===== src/rtl/mem_port_arbiter_pkg.sv =====
// Shared definitions for the IF/MEM memory-port arbiter: state encoding,
// starvation counter width and default bus widths.
`timescale 1ns/1ps
package mem_port_arbiter_pkg;

  localparam int unsigned AddrWDefault = 32;
  localparam int unsigned DataWDefault = 32;
  localparam int unsigned StarveW      = 4;

  typedef enum logic [2:0] {
    StIdle    = 3'd0,
    StBusyIf  = 3'd1,
    StBusyMem = 3'd2,
    StDoneIf  = 3'd3,
    StDoneMem = 3'd4
  } arb_state_e;

endpackage


===== src/rtl/mem_arb_starve_ctr.sv =====
// Saturating starvation counter: counts MEM grants made while IF waits and
// flags when the limit is reached so IF can be forced through.
`timescale 1ns/1ps
module mem_arb_starve_ctr
  import mem_port_arbiter_pkg::*;
#(
  parameter int unsigned Limit = 4
) (
  input  logic clk_i,
  input  logic rst_ni,
  input  logic inc_i,
  input  logic clr_i,
  output logic hit_o
);

  localparam logic [StarveW-1:0] LimitVal = StarveW'(Limit);

  logic [StarveW-1:0] cnt_q, cnt_d;

  always_comb begin
    cnt_d = cnt_q;
    if (clr_i) begin
      cnt_d = '0;
    end else if (inc_i && (cnt_q != LimitVal)) begin
      cnt_d = cnt_q + StarveW'(1);
    end
  end

  always_ff @(posedge clk_i or negedge rst_ni) begin
    if (!rst_ni) begin
      cnt_q <= '0;
    end else begin
      cnt_q <= cnt_d;
    end
  end

  assign hit_o = (cnt_q == LimitVal);

endmodule


===== src/rtl/mem_port_arbiter.sv =====
// Shares one memory port between instruction fetch and load/store. One
// transaction at a time; MEM wins unless IF has been starved STARVE_LIMIT times.
`timescale 1ns/1ps
module mem_port_arbiter
  import mem_port_arbiter_pkg::*;
#(
  parameter int unsigned ADDR_W       = AddrWDefault,
  parameter int unsigned DATA_W       = DataWDefault,
  parameter int unsigned STARVE_LIMIT = 4
) (
  input  logic              Clk,
  input  logic              Reset_n,
  input  logic              IFReq,
  input  logic [ADDR_W-1:0] IFAddr,
  output logic [DATA_W-1:0] IFData,
  output logic              IFReady,
  input  logic              MEMRead,
  input  logic              MEMWrite,
  input  logic [ADDR_W-1:0] MEMAddr,
  input  logic [DATA_W-1:0] MEMWData,
  output logic [DATA_W-1:0] MEMRData,
  output logic              MEMReady,
  output logic              MemReq,
  output logic              MemWe,
  output logic [ADDR_W-1:0] MemAddr,
  output logic [DATA_W-1:0] MemWData,
  input  logic              MemAck,
  input  logic [DATA_W-1:0] MemRData
);

  arb_state_e        state_q, state_d;
  logic              mem_we_q, mem_we_d;
  logic [ADDR_W-1:0] mem_addr_q, mem_addr_d;
  logic [DATA_W-1:0] mem_wdata_q, mem_wdata_d;
  logic [DATA_W-1:0] if_data_q, if_data_d;
  logic [DATA_W-1:0] mem_rdata_q, mem_rdata_d;
  logic              ctr_inc, ctr_clr, starve_hit;

  mem_arb_starve_ctr #(
    .Limit (STARVE_LIMIT)
  ) u_starve_ctr (
    .clk_i  (Clk),
    .rst_ni (Reset_n),
    .inc_i  (ctr_inc),
    .clr_i  (ctr_clr),
    .hit_o  (starve_hit)
  );

  always_comb begin
    state_d     = state_q;
    mem_we_d    = mem_we_q;
    mem_addr_d  = mem_addr_q;
    mem_wdata_d = mem_wdata_q;
    if_data_d   = if_data_q;
    mem_rdata_d = mem_rdata_q;
    ctr_inc     = 1'b0;
    ctr_clr     = 1'b0;

    unique case (state_q)
      StIdle: begin
        // A write wins over a simultaneous read, so MEMWrite alone sets the direction.
        if ((MEMRead || MEMWrite) && !(IFReq && starve_hit)) begin
          state_d     = StBusyMem;
          mem_we_d    = MEMWrite;
          mem_addr_d  = MEMAddr;
          mem_wdata_d = MEMWData;
          ctr_inc     = IFReq;
        end else if (IFReq) begin
          state_d    = StBusyIf;
          mem_we_d   = 1'b0;
          mem_addr_d = IFAddr;
          ctr_clr    = 1'b1;
        end
      end
      StBusyIf: begin
        if (MemAck) begin
          if_data_d = MemRData;
          state_d   = StDoneIf;
        end
      end
      StBusyMem: begin
        if (MemAck) begin
          if (!mem_we_q) begin
            mem_rdata_d = MemRData;
          end
          state_d = StDoneMem;
        end
      end
      StDoneIf, StDoneMem: begin
        state_d = StIdle;
      end
      default: begin
        state_d = StIdle;
      end
    endcase
  end

  always_ff @(posedge Clk or negedge Reset_n) begin
    if (!Reset_n) begin
      state_q     <= StIdle;
      mem_we_q    <= 1'b0;
      mem_addr_q  <= '0;
      mem_wdata_q <= '0;
      if_data_q   <= '0;
      mem_rdata_q <= '0;
    end else begin
      state_q     <= state_d;
      mem_we_q    <= mem_we_d;
      mem_addr_q  <= mem_addr_d;
      mem_wdata_q <= mem_wdata_d;
      if_data_q   <= if_data_d;
      mem_rdata_q <= mem_rdata_d;
    end
  end

  assign MemReq   = (state_q == StBusyIf) || (state_q == StBusyMem);
  assign MemWe    = mem_we_q;
  assign MemAddr  = mem_addr_q;
  assign MemWData = mem_wdata_q;
  assign IFReady  = (state_q == StDoneIf);
  assign MEMReady = (state_q == StDoneMem);
  assign IFData   = if_data_q;
  assign MEMRData = mem_rdata_q;

endmodule


===== config.mk =====
export PLATFORM = sky130hd
export DESIGN_NAME = mem_port_arbiter
export DESIGN_NICKNAME = d
export VERILOG_FILES = /design/src/rtl/mem_port_arbiter_pkg.sv /design/src/rtl/mem_arb_starve_ctr.sv /design/src/rtl/mem_port_arbiter.sv
export SDC_FILE = /design/constraint.sdc
export NUM_CORES = 1
export LEC_CHECK = 0
export CAP_MARGIN = 20
export CORE_MARGIN = 2
export CORE_UTILIZATION = 35
export DETAILED_ROUTE_END_ITERATION = 12
export GPL_TIMING_DRIVEN = 0
export PLACE_DENSITY = 0.76
export SYNTH_ARGS = -nofsm -noshare
export SYNTH_HDL_FRONTEND = slang
export SYNTH_SLANG_ARGS = --single-unit

===== constraint.sdc =====
create_clock -name Clk -period 3.65 [get_ports Clk]
set_clock_uncertainty 0.1 [all_clocks]
set_input_delay 0.5475 -clock Clk [delete_from_list [all_inputs] [get_ports Clk]]
set_output_delay 0.5475 -clock Clk [all_outputs]
set_load 0.01 [all_outputs]

Word level (Yosys, flattened, before mapping)
Cells that the tools add are included.

Input bits: 134. Output and inout port bits: 132. Register bits: 136.

Eq/ne operators: 9. Add/subtract/negate cells: 1. Bitwise operators: 1. Multiplexer cells: 16. Reductions and logical operators: 14.

Operators with widths (number): 32-bit 2-to-1 mux (2); 3-bit 2-to-1 mux (4); 3-bit case mux with 3 select lines (1); 4-bit 2-to-1 mux (2); 1-bit 2-to-1 mux (7); 3-bit by 2-bit == test with 1-bit output (second input constant) (2); 2-bit AND reduction (3); 3-bit AND reduction (2); 4-bit by 1-bit adder with 4-bit output (second input constant) (1); 4-bit by 3-bit == test with 1-bit output (second input constant) (1); 2-bit != test (second input constant) (2); 4-bit by 3-bit != test with 1-bit output (second input constant) (1); 2-bit nonzero test (2); 3-bit by 1-bit == test with 1-bit output (second input constant) (1); 3-bit == test (second input constant) (1); 1-bit logical AND (3); 3-bit zero test (1); 3-bit != test (second input constant) (1); 1-bit logical OR (2); 1-bit zero test (1); 1-bit NOT (1).

Longest topological paths before layout
Word-level depth: 9. Mapped depth: 7. Mapped depth without buffers: 5.

Cells and area by module
A second synthesis with hierarchy kept.

Cell total of the unflattened synthesis: 360. Area total of the unflattened synthesis: 5728.0 µm².

Modules (own cells, without submodules): mem_port_arbiter (cells each 336, sequential area each 3303.2 µm², area an instance 5494.0 µm², instances 1); mem_arb_starve_ctr (cells each 24, sequential area each 100.1 µm², area an instance 234.0 µm², instances 1).

Least setup slack after synthesis
Ideal clock, no wire load.

Path kind: input to register. Start: input port MEMWrite. End: register mem_addr_q[10] (netlist: MemAddr[10]). Stages: 5. Slack: 1933 ps. Arrival: 1486 ps. Required time: 3419 ps. Cell sequence: or2_1 > buf_4 > clkbuf_1 > a311oi_1 > a2bb2oi_1.

Cells in the longest elaborated chain, start to end: 4.

Ends and longest elaborated chain: start: declaration (RTL line mem_port_arbiter.sv:18) `input logic MEMWrite,`; 1-bit logical OR (*) (RTL line mem_port_arbiter.sv:62) `if ((MEMRead || MEMWrite) && !(IFReq && starve_hit)) begin`; 1-bit logical AND (*) (RTL line mem_port_arbiter.sv:62); 2-bit nonzero test (no source line); 2-bit AND reduction (no source line); end signal: assignment (RTL line mem_port_arbiter.sv:109) `mem_addr_q <= mem_addr_d;`; end: declaration (RTL line mem_port_arbiter.sv:33) `logic [ADDR_W-1:0] mem_addr_q, mem_addr_d;`.

Mark *: on every way between the ends. The rest lies on a longest branch, timed or not. A chain may end at the register's enable or synchronous reset.

Worst setup path in the final report
Start: register state_q[0]. End: output port MEMReady.

Cells in the longest elaborated chain, start to end: 1.

Ends and longest elaborated chain: start: declaration (RTL line mem_port_arbiter.sv:31) `arb_state_e state_q, state_d;`; start signal: assignment (RTL line mem_port_arbiter.sv:100) `state_q <= StIdle;`; start signal: assignment (RTL line mem_port_arbiter.sv:107) `state_q <= state_d;`; 3-bit == test (RTL line mem_port_arbiter.sv:121) `assign MEMReady = (state_q == StDoneMem);`; end: declaration (RTL line mem_port_arbiter.sv:22) `output logic MEMReady,`.

Every way passes these cells.

==> impl_metrics.ini <==
[status]
outcome = finished, final reports clean

[drt]
drt_iter0_drc = 215
routed_wirelength_mm = 16.7
ant_nets = 0
first_pass_iters = 4
drc = 0
wl_per_cell_microns = 18.1
vias = 4691
vias_per_cell = 5.06

[synthesis]
seq_area_frac_synth = 0.578
synthesis.nets = 545
ys_ff_latch = 136
syn_avg_cell_area_sq_um = 14.4
netlist_instances = 409
synth_cell_types = 41
netlist_area_sq_um = 5880
yosysWarnings = 0

[setup_path]
crit_slowest_cell = clkdlybuf4s50_1
ff2ff_setup_slack_ns = 1.62
r2r_end = MemAddr[17]
worstReg2RegStart = u_starve_ctr.cnt_q[0]
critPathCaptureType = primary output
crit_fanout = 10
arrival_ns = 1.80
crit_chain = buf_6, nor3b_1, clkdlybuf4s50_1
reg2regPathDepth = 7
crit_type = reg2out
worstSetupEndpoint = MEMReady
critPathLaunchType = flop
max_stage_delay_ns = 0.59
required_ns = 3.00
crit_start = state_q[0]

[global_routing]
grt_use_total = 0.190
grt_max_degree = 71
grt_antenna_before_repair = 0
grt_pass1_vias = 4999
grt_overflow_total = 0
grt_pass1_wl_mm = 26.6

[sta]
slew_violations = 0
period_share = 0.671
fin_crit_ns = 2.45
setup_viol = 0
max_slew_margin = 0.556
fmax_mhz = 408
tightest_slew_ns = 0.666
final_hold_viol_count = 0
grt_setup_unrepaired = no

[cts]
cts-buffers-inserted = 17
path_clk_slew_ns = 0.06
cts_max_path_buffers = 2
post_cts_resize_count = 0
post_cts_buffers = 0
cts_tree = built
cts.hold.buffers_added = 0
htreeDepth = 4
root_buffer = clkbuf_16
clk_latency_ns = 0.41
numClockSinks = 136

[layout]
stdcell_count = 927
antenna_cells = 0
nets = 830
synthToLayoutAreaGrowth_pct = 60.2
stdcell_area_sq_um = 9420
postLayoutCoreUtil = 0.570
drive_above_1_share = 0.209

[placement]
dpl.hpwl_mm = 12.3
io_buffers = 265
place_area_sq_um = 8840
place.gp.congestion = 0.842
dp_cells = 895

[die]
core_area_sq_um = 16500
fp.dieW_microns = 134
start_util = 0.356
die_y_microns = 134
rows = 47
die-area_sq_um = 17900
io_pins = 266

[power_and_ir_drop]
powerDensity_nw_per_um2 = 880
peakVddDrop_v = 0.000423
p_leak_nw = 3.78

[run]
cap_violations = 0

[worst_hold_path]
hold_path.class = in2async
==> power breakdown <==
group	internal [mW]	total, mW	switching (mW)
clock	1.05	1.69	0.644
combinational	2.42	3.92	1.50
sequential	2.27	2.69	0.416
==> synth_stat cells <==
| cell type | number | share of area |
|---|---|---|
| a311oi_1 | 32 | 0.048 |
| nand3b_1 | 1 | 0.0013 |
| or2_1 | 1 | 0.0011 |
| and4b_1 | 1 | 0.0017 |
| o311a_1 | 1 | 0.0017 |
| nor4b_4 | 2 | 0.0081 |
| buf_6 | 15 | 0.029 |
| nor2_8 | 1 | 0.0034 |
| o21a_1 | 1 | 0.0013 |
| o21ai_0 | 35 | 0.030 |
| nor3b_1 | 1 | 0.0013 |
| ha_1 | 2 | 0.0043 |
| and3b_1 | 2 | 0.0030 |
| nand3_1 | 2 | 0.0017 |
| nand3_2 | 1 | 0.0017 |
| nor3_2 | 1 | 0.0017 |
| buf_1 | 1 | 0.00064 |
| nor3_4 | 1 | 0.0028 |
| a21oi_1 | 2 | 0.0017 |
| nand4b_1 | 1 | 0.0015 |
| nor2_1 | 4 | 0.0026 |
| nor4_4 | 1 | 0.0036 |
| o211ai_1 | 1 | 0.0013 |
| mux2_1 | 9 | 0.017 |
| nand2_1 | 2 | 0.0013 |
| mux2_4 | 10 | 0.026 |
| inv_1 | 3 | 0.0019 |
| o31a_1 | 1 | 0.0015 |
| xnor2_1 | 1 | 0.0015 |
| or3_1 | 1 | 0.0011 |
| nand2b_1 | 1 | 0.0011 |
| clkbuf_1 | 12 | 0.0077 |
| mux2_2 | 77 | 0.15 |
| and3_1 | 1 | 0.0011 |
| mux2i_1 | 1 | 0.0017 |
| a2bb2oi_1 | 32 | 0.048 |
| buf_4 | 5 | 0.0064 |
| nand4_1 | 3 | 0.0032 |
| nor3_1 | 1 | 0.00085 |
| dfrtp_1 | 136 | 0.58 |
| buf_2 | 3 | 0.0026 |
==> kinds of logic (layout without fill, tap and decap cells) <==
logic type | Yosys count | after routing | share of synthesized area
AND/OR/NAND/NOR | 29 | 29 | 0.0438
XOR/XNOR | 1 | 1 | 0.00149
buffers and inverters | 39 | 337 | 0.0478
adder cells (fa/ha/maj) | 2 | 2 | 0.00425
multiplexers | 97 | 97 | 0.192
AO/OA/AOI/OAI | 105 | 105 | 0.132
flip-flops | 136 | 136 | 0.578
==> state kept, by name, indices dropped and copies added, names as in the netlist <==
name and count:
MemAddr 32, MEMRData 32, u_starve_ctr.cnt_q 4, state_q 3
MemWData 32, IFData 32, MemWe 1
==> routing by layer <==
metal	wire [microns]	vias up	GRT usage
li1	-	2126	-
met1	6610	2326	0.224
met2	8310	215	0.320
met3	1520	24	0.0704
met4	302	0	0.0680
met5	0	-	0
==> critical path, delay by kind of cell (launching register included) <==
| family | cells | cell delay [ns] |
|---|---|---|
| buf+inv | 2 | 0.76 |
| flops | 1 | 0.42 |
| simple gates | 1 | 0.21 |
==> placed cells by master (no fill, tap or decap), drive strengths merged, types with 2 or more instances in the layout <==
cell / Yosys / final
clkdlybuf4s50: 0 / 264
dfrtp: 136 / 136
mux2: 96 / 96
o21ai: 35 / 35
clkbuf: 12 / 34
a311oi: 32 / 32
a2bb2oi: 32 / 32
buf: 24 / 26
nor2: 5 / 5
inv: 3 / 5
nand4: 3 / 3
clkinvlp: 0 / 3
nand3: 3 / 3
clkinv: 0 / 3
nor3: 3 / 3
and3b: 2 / 2
nor4b: 2 / 2
nand2: 2 / 2
a21oi: 2 / 2
ha: 2 / 2
bufinv: 0 / 2
==> layout make-up <==
cell class,instances,area (sq um)
clock inverter,10,119
clock buffer,22,464
sequential,136,3400
buffer,36,270
timing repair buffer,266,2680
inverter,3,11.3
tap,220,275
multi-input combinational,234,2200
fill,1349,7100
==> stage by stage <==
stage	hold WS [ns]	power [mW]	worst slack, ns	TNS [ns]
global route	0.0705	8.75	1.12	0
CTS	0.0506	8.39	1.16	0
floorplan	0.152	4.58	1.93	0
finish	0.0253	8.29	1.20	0
global placement	0.371	6.51	-3.19	-432.80
detailed placement	0.377	6.65	1.11	0
==> worst min-delay path by stage <==
stage                     start  slack (ns)           to  depth (start not counted)
global route            Reset_n        0.07   MemAddr[4]                          1
finish                  Reset_n        0.03  MemAddr[21]                          1
global placement    MEMRData[5]        0.37  MEMRData[5]                          1
detailed placement  MEMRData[4]        0.38  MEMRData[4]                          1
floorplan               Reset_n        0.15    IFData[0]                          0
CTS                     Reset_n        0.05   MemAddr[4]                          1
(Power assumes the default switching activity.)
